## config.mk

```make
export PLATFORM = sky130hd
export DESIGN_NAME = softex_cast_in_packer
export DESIGN_NICKNAME = d
export VERILOG_FILES = /design/src/rtl/softex_cast_in_packer.sv
export SDC_FILE = /design/constraint.sdc
export NUM_CORES = 1
export LEC_CHECK = 0
export CORE_AREA = 2 2 252 254
export CTS_BUF_LIST = sky130_fd_sc_hd__clkbuf_2
export DETAILED_ROUTE_END_ITERATION = 8
export DIE_AREA = 0 0 254 256
export PLACE_DENSITY = 0.69
export SYNTH_ARGS = -nofsm -noshare
export SYNTH_HDL_FRONTEND = slang
export SYNTH_SLANG_ARGS = --single-unit
```

## constraint.sdc

```tcl
create_clock -name clk_i -period 2.1 [get_ports clk_i]
set_input_delay 0.315 -clock clk_i [delete_from_list [all_inputs] [get_ports clk_i]]
set_output_delay 0.315 -clock clk_i [all_outputs]
set_load 0.05 [all_outputs]
```

## src/rtl/softex_cast_in_packer.sv

```systemverilog
// softex_cast_in_packer
// Packs RATIO consecutive partially-filled cast beats (only the low LANES_IN
// FP lanes valid) into one fully populated FP beat. With casting disabled the
// block is a single registered stage that forwards beats unchanged.
// One output register: the input is ready whenever that register is empty or
// being drained in the same cycle. Data never passes combinationally from
// input to output.

module softex_cast_in_packer #(
    parameter int unsigned DATA_WIDTH = 288,
    parameter int unsigned FP_WIDTH   = 16,
    parameter int unsigned INT_WIDTH  = 32
) (
    input  logic                    clk_i,
    input  logic                    clear_i,
    input  logic                    enable_i,
    input  logic                    last_i,

    // upstream (cast stage output)
    input  logic                    stream_i_valid_i,
    output logic                    stream_i_ready_o,
    input  logic [DATA_WIDTH-1:0]   stream_i_data_i,
    input  logic [DATA_WIDTH/8-1:0] stream_i_strb_i,

    // downstream (packed output)
    output logic                    stream_o_valid_o,
    input  logic                    stream_o_ready_i,
    output logic [DATA_WIDTH-1:0]   stream_o_data_o,
    output logic [DATA_WIDTH/8-1:0] stream_o_strb_o
);

    // The top 32 bits of the stream are padding and never carry lane data.
    localparam int unsigned ACTUAL_DW = DATA_WIDTH - 32;
    localparam int unsigned LANES_OUT = ACTUAL_DW / FP_WIDTH;
    localparam int unsigned LANES_IN  = (INT_WIDTH > FP_WIDTH) ? ACTUAL_DW / INT_WIDTH : LANES_OUT;
    localparam int unsigned RATIO     = LANES_OUT / LANES_IN;

    localparam int unsigned SEG_W     = LANES_IN * FP_WIDTH;   // data bits per slot
    localparam int unsigned SEG_SW    = SEG_W / 8;             // strobe bits per slot
    localparam int unsigned ACC_SW    = ACTUAL_DW / 8;
    localparam int unsigned STRB_W    = DATA_WIDTH / 8;
    localparam int unsigned PAD_W     = DATA_WIDTH - ACTUAL_DW;
    localparam int unsigned PAD_SW    = STRB_W - ACC_SW;
    localparam int unsigned CNT_W     = (RATIO > 1) ? $clog2(RATIO) : 1;

    // Reject configurations where slots would not tile the accumulator.
    generate
        if ((RATIO < 1) || ((RATIO & (RATIO - 1)) != 0)) begin : g_bad_ratio
            $error("softex_cast_in_packer: RATIO must be a power of two >= 1");
        end
        if ((LANES_IN == 0) || ((LANES_OUT % LANES_IN) != 0)) begin : g_bad_lanes
            $error("softex_cast_in_packer: LANES_OUT must be a multiple of LANES_IN");
        end
        if ((DATA_WIDTH <= 32) || ((ACTUAL_DW % FP_WIDTH) != 0) || ((SEG_W % 8) != 0)) begin : g_bad_width
            $error("softex_cast_in_packer: unsupported DATA_WIDTH / FP_WIDTH combination");
        end
    endgenerate

    // State
    logic [CNT_W-1:0]      cnt_q,       cnt_d;
    logic [ACTUAL_DW-1:0]  acc_data_q,  acc_data_d;
    logic [ACC_SW-1:0]     acc_strb_q,  acc_strb_d;
    logic [DATA_WIDTH-1:0] out_data_q,  out_data_d;
    logic [STRB_W-1:0]     out_strb_q,  out_strb_d;
    logic                  out_valid_q, out_valid_d;

    // Datapath helpers
    logic                  accept;
    logic                  last_slot;
    logic [SEG_W-1:0]      seg_data;
    logic [SEG_SW-1:0]     seg_strb;
    logic [ACTUAL_DW-1:0]  merged_data;
    logic [ACC_SW-1:0]     merged_strb;

    assign stream_i_ready_o = !out_valid_q || stream_o_ready_i;
    assign accept           = stream_i_valid_i && stream_i_ready_o;

    assign stream_o_valid_o = out_valid_q;
    assign stream_o_data_o  = out_data_q;
    assign stream_o_strb_o  = out_strb_q;

    // Only the low LANES_IN lanes of a cast beat carry data.
    assign seg_data  = stream_i_data_i[SEG_W-1:0];
    assign seg_strb  = stream_i_strb_i[SEG_SW-1:0];
    assign last_slot = (cnt_q == CNT_W'(RATIO - 1));

    // Accumulator with the incoming segment dropped into slot cnt.
    genvar gi;
    generate
        for (gi = 0; gi < RATIO; gi++) begin : g_slot
            logic slot_hit;
            assign slot_hit = (cnt_q == CNT_W'(gi));
            assign merged_data[gi*SEG_W +: SEG_W]   = slot_hit ? seg_data : acc_data_q[gi*SEG_W +: SEG_W];
            assign merged_strb[gi*SEG_SW +: SEG_SW] = slot_hit ? seg_strb : acc_strb_q[gi*SEG_SW +: SEG_SW];
        end
    endgenerate

    // Next-state: pack, emit on last slot / tile end, or forward in bypass.
    always_comb begin
        cnt_d       = cnt_q;
        acc_data_d  = acc_data_q;
        acc_strb_d  = acc_strb_q;
        out_data_d  = out_data_q;
        out_strb_d  = out_strb_q;
        // A pending beat drains when downstream is ready.
        out_valid_d = out_valid_q && !stream_o_ready_i;

        if (accept) begin
            if (enable_i) begin
                if (last_slot || last_i) begin
                    out_data_d  = {{PAD_W{1'b0}}, merged_data};
                    out_strb_d  = {{PAD_SW{1'b0}}, merged_strb};
                    out_valid_d = 1'b1;
                    cnt_d       = '0;
                    acc_data_d  = '0;
                    acc_strb_d  = '0;
                end else begin
                    cnt_d       = cnt_q + CNT_W'(1);
                    acc_data_d  = merged_data;
                    acc_strb_d  = merged_strb;
                end
            end else begin
                // Bypass; any partial pack left over from an illegal mode
                // switch is dropped so the stream cannot lock up.
                out_data_d  = stream_i_data_i;
                out_strb_d  = stream_i_strb_i;
                out_valid_d = 1'b1;
                cnt_d       = '0;
                acc_data_d  = '0;
                acc_strb_d  = '0;
            end
        end
    end

    // State registers; clear wins over a simultaneous accept.
    always_ff @(posedge clk_i) begin
        if (clear_i) begin
            cnt_q       <= '0;
            acc_data_q  <= '0;
            acc_strb_q  <= '0;
            out_data_q  <= '0;
            out_strb_q  <= '0;
            out_valid_q <= 1'b0;
        end else begin
            cnt_q       <= cnt_d;
            acc_data_q  <= acc_data_d;
            acc_strb_q  <= acc_strb_d;
            out_data_q  <= out_data_d;
            out_strb_q  <= out_strb_d;
            out_valid_q <= out_valid_d;
        end
    end

endmodule

```

==> metrics.md <==
| Metric | Value |
|---|---|
| Status | `complete, but fails checks` |
| Failing checks | `setup timing` |
| Reg2reg start | `stream_o_valid_o` |
| Number of remaining DRC errors | `0` |
| Pin count of the biggest net entering global routing | `181` |
| Drt total wl | `109 mm` |
| CTS Sinks | `614` |
| Power Density | `689 nW/um2` |
| Port Buffers | `655` |
| RePlAce Congestion | `0.853` |
| Final setup vio count | `341` |
| Req. time, crit path | `1.78 ns` |
| VDD IR max | `0.000585 V` |
| Area of the multi-input gates | `12100 um2` |
| Crit path arrival time | `2.11 ns` |
| Max Clk Rate | `413 MHz` |
| First-pass GRT wire length | `162 mm` |
| Post-DP HPWL | `61.6 mm` |
| Hold Crit Start | `stream_i_data_i[278]` |
| Fill cells | `4612` |
| Worst flop-to-flop path endpoint | `stream_o_data_o[286]` |
| Worst Tran Pin Value | `1.05 ns` |
| RSZ-0062 raised after global routing | `yes` |
| Die Wd | `254 um` |
| Nets | `4157` |
| Layout Skew | `0.0775 ns` |
| Final setup margin | `-0.321 ns` |
| Period utilization | `115%` |
| GRT Residual Overflow | `0` |
| Core Footprint | `62400 um2` |
| Layout cells sized above 1 | `31.3%` |
| Synth Net Count | `3137` |
| Seq/Total Area, Yosys | `47.7%` |
| Worst hold path type | `in -> reg` |
| Post-synth top flop | `dfxtp_1` |
| Worst Reg2Reg Path Length in Cells | `8` |
| Total CTS buffers | `161` |
| Worst Path Max Fanout | `2` |
| Synthesized flop and latch total | `614` |
| Reg area | `12800 um2` |
| Setup slack, reg-to-reg | `0.06 ns` |
| Yosys cell types | `29` |
| Crit Path Class | `reg -> out` |
| Pins Over Slew Limit | `0` |
| Clk buf depth | `3` |
| Row cnt | `92` |
| Startpoint Class | `register` |
| Worst Hold Path EP | `stream_o_data_o[278]` |
| Via count of the routed design | `28100` |
| Initial antenna violation count | `8` |
| Hold Path Cell Cnt | `4` |
| Gr usage total | `31.3%` |
| Post-synthesis instance area | `25800 um2` |
| Max Cap Viol | `0` |
| Initial drt markers | `3105` |
| Vias in the first global route | `28500` |
| EDFF count, synth | `0` |
| Die Ht | `256 um` |
| Initial Utilization | `41.3%` |
| Final Critical Period | `2.42 ns` |
| Fin cells | `4793` |
| Final Hold Slack | `0.136 ns` |
| I/O pins | `656` |
| Synth async-reset ratio | `0%` |
| P_leak | `16.2 nW` |
| Place WS | `-0.0158 ns` |
| WL/cell | `22.7 um` |
| Syn. warnings | `0` |
| DP Cell Count | `4052` |
| Cell count after synthesis | `2807` |
| Clk slew on worst S/H paths | `0.09 ns` |
| Drt pass-1 iters | `8` |
| Routed Antenna Nets | `0` |
| H-tree depth | `4` |
| Worst skew pair latency | `1.37 ns` |
| Area Overhead vs Synth | `59.6%` |
| Die area | `65000 um2` |
| Final hold vios | `0` |
| Setup TNS | `-21.45 ns` |
| CTS tree | `built` |
| Via/cell ratio | `5.87` |
| Syn_area_per_cell | `9.19 um2` |
| CP Capture Type | `output pin` |
| Root buf cell | `clkbuf_2` |
| Relative slew margins | `29.9%` |
worst max-delay path, cell delays in order, from the launching register on:
cell and delay, ns:
dfxtp_2 0.34, nor2b_4 0.25, inv_8 0.07, buf_12 0.15
synth_stat cells (2+ instances only):
library cell	n	share of area, %
a31oi_1	144	3.5
o31ai_1	36	1.0
dfxtp_1	614	48
nand4b_1	36	1.2
buf_2	102	2.0
inv_1	2	0.029
clkbuf_1	204	3.0
mux2i_1	144	5.6
buf_4	9	0.26
nand3_1	144	2.8
nand4_1	144	3.5
nand2_1	289	4.2
o22ai_1	144	3.5
a21oi_1	181	3.5
mux2_2	144	6.3
buf_1	23	0.33
o21ai_0	144	2.8
clkbuf_2	6	0.12
and2_1	144	3.5
a311oi_1	144	4.9
cell type report:
type | count | area share (%)
Timing Repair inverter | 1 | 0.0152
Antenna cell | 7 | 0.0426
Clock inverter | 53 | 0.724
Clock buffer | 223 | 2.71
Tap cell | 846 | 2.57
Inverter | 3 | 0.0699
Timing Repair Buffer | 1200 | 33.5
Multi-Input combinational cell | 1846 | 29.3
Sequential cell | 614 | 31.0
power by group:
group / internal, W / switching (W)
clock: 0.00323 / 0.00523
combinational: 0.00322 / 0.00402
sequential: 0.0122 / 0.000451
layer usage:
layer  wire [um]  part of all wire (%)  track usage [%]  up-vias
li1            -                     -                -    12600
met1       40000                    37             35.5    13600
met2       52700                    48             52.0     1565
met3        9690                   8.9             9.12      367
met4        6310                   5.8             18.5        4
met5          26                 0.024                0        -
logic make-up (layout without fill, tap and decap cells):
logic type,count (synthesis),after routing,synth area share (%)
buf+inv,347,1480,5.71
simple gates,763,763,15.4
mux,288,288,11.9
other cells,0,7,0
flops,614,614,47.7
compound gates,795,795,19.3
metrics by stage:
step	util [%]	total power [W]	instance area (um2)
floorplan	-	0.0160	25800
global placement	53.2	0.0184	33200
detailed placement	53.2	0.0185	33200
CTS	64.9	0.0281	40500
global route	65.9	0.0294	41100
finish	66.0	0.0284	41100
layout by cell type (no fill, tap or decap), types with 2 or more instances in the layout:
cell type / n
diode_2: 7
dfxtp_4: 22
clkbuf_2: 223
buf_4: 135
nand4b_1: 36
and2_1: 144
clkinv_2: 6
bufinv_16: 3
a31oi_1: 144
nand2_1: 288
clkdlybuf4s50_1: 326
mux2_2: 144
o21ai_0: 144
buf_8: 303
nand3_1: 144
mux2i_1: 144
o22ai_1: 144
clkinvlp_4: 2
a21oi_1: 181
dfxtp_1: 288
buf_12: 56
buf_6: 15
a311oi_1: 144
dlygate4sd3_1: 363
inv_2: 5
nand4_1: 144
inv_6: 2
dfxtp_2: 304
o31ai_1: 35
clkinv_1: 36
worst max-delay path by stage:
stage | endpoint | slack (ns) | depth (start not counted) | from
detailed placement | acc_strb_q[17] | -0.02 | 5 | last_i
global placement | acc_data_q[231] | 0.03 | 5 | last_i
finish | stream_i_ready_o | -0.32 | 3 | stream_o_valid_o
global route | stream_i_ready_o | -0.44 | 3 | stream_o_valid_o
floorplan | acc_data_q[119] | 0.25 | 7 | stream_o_valid_o
CTS | stream_i_ready_o | -0.49 | 3 | stream_o_valid_o
registers in the layout, summed over array words and instances (netlist names):
signal,flops
cnt_q,1
stream_o_valid_o,1
acc_data_q,256
acc_strb_q,32
stream_o_strb_o,36
stream_o_data_o,288
what timing repair did:
item | in CTS | in global routing
setup buffers | 40 | 55
endpoints found under the hold margin | 614 | 0
hold buffers | 363 | 0
resized for setup | 2773 | 60
setup endpoints to repair | 326 | 329
cloned | 1 | 1
Power figures use the tool's default switching activity.
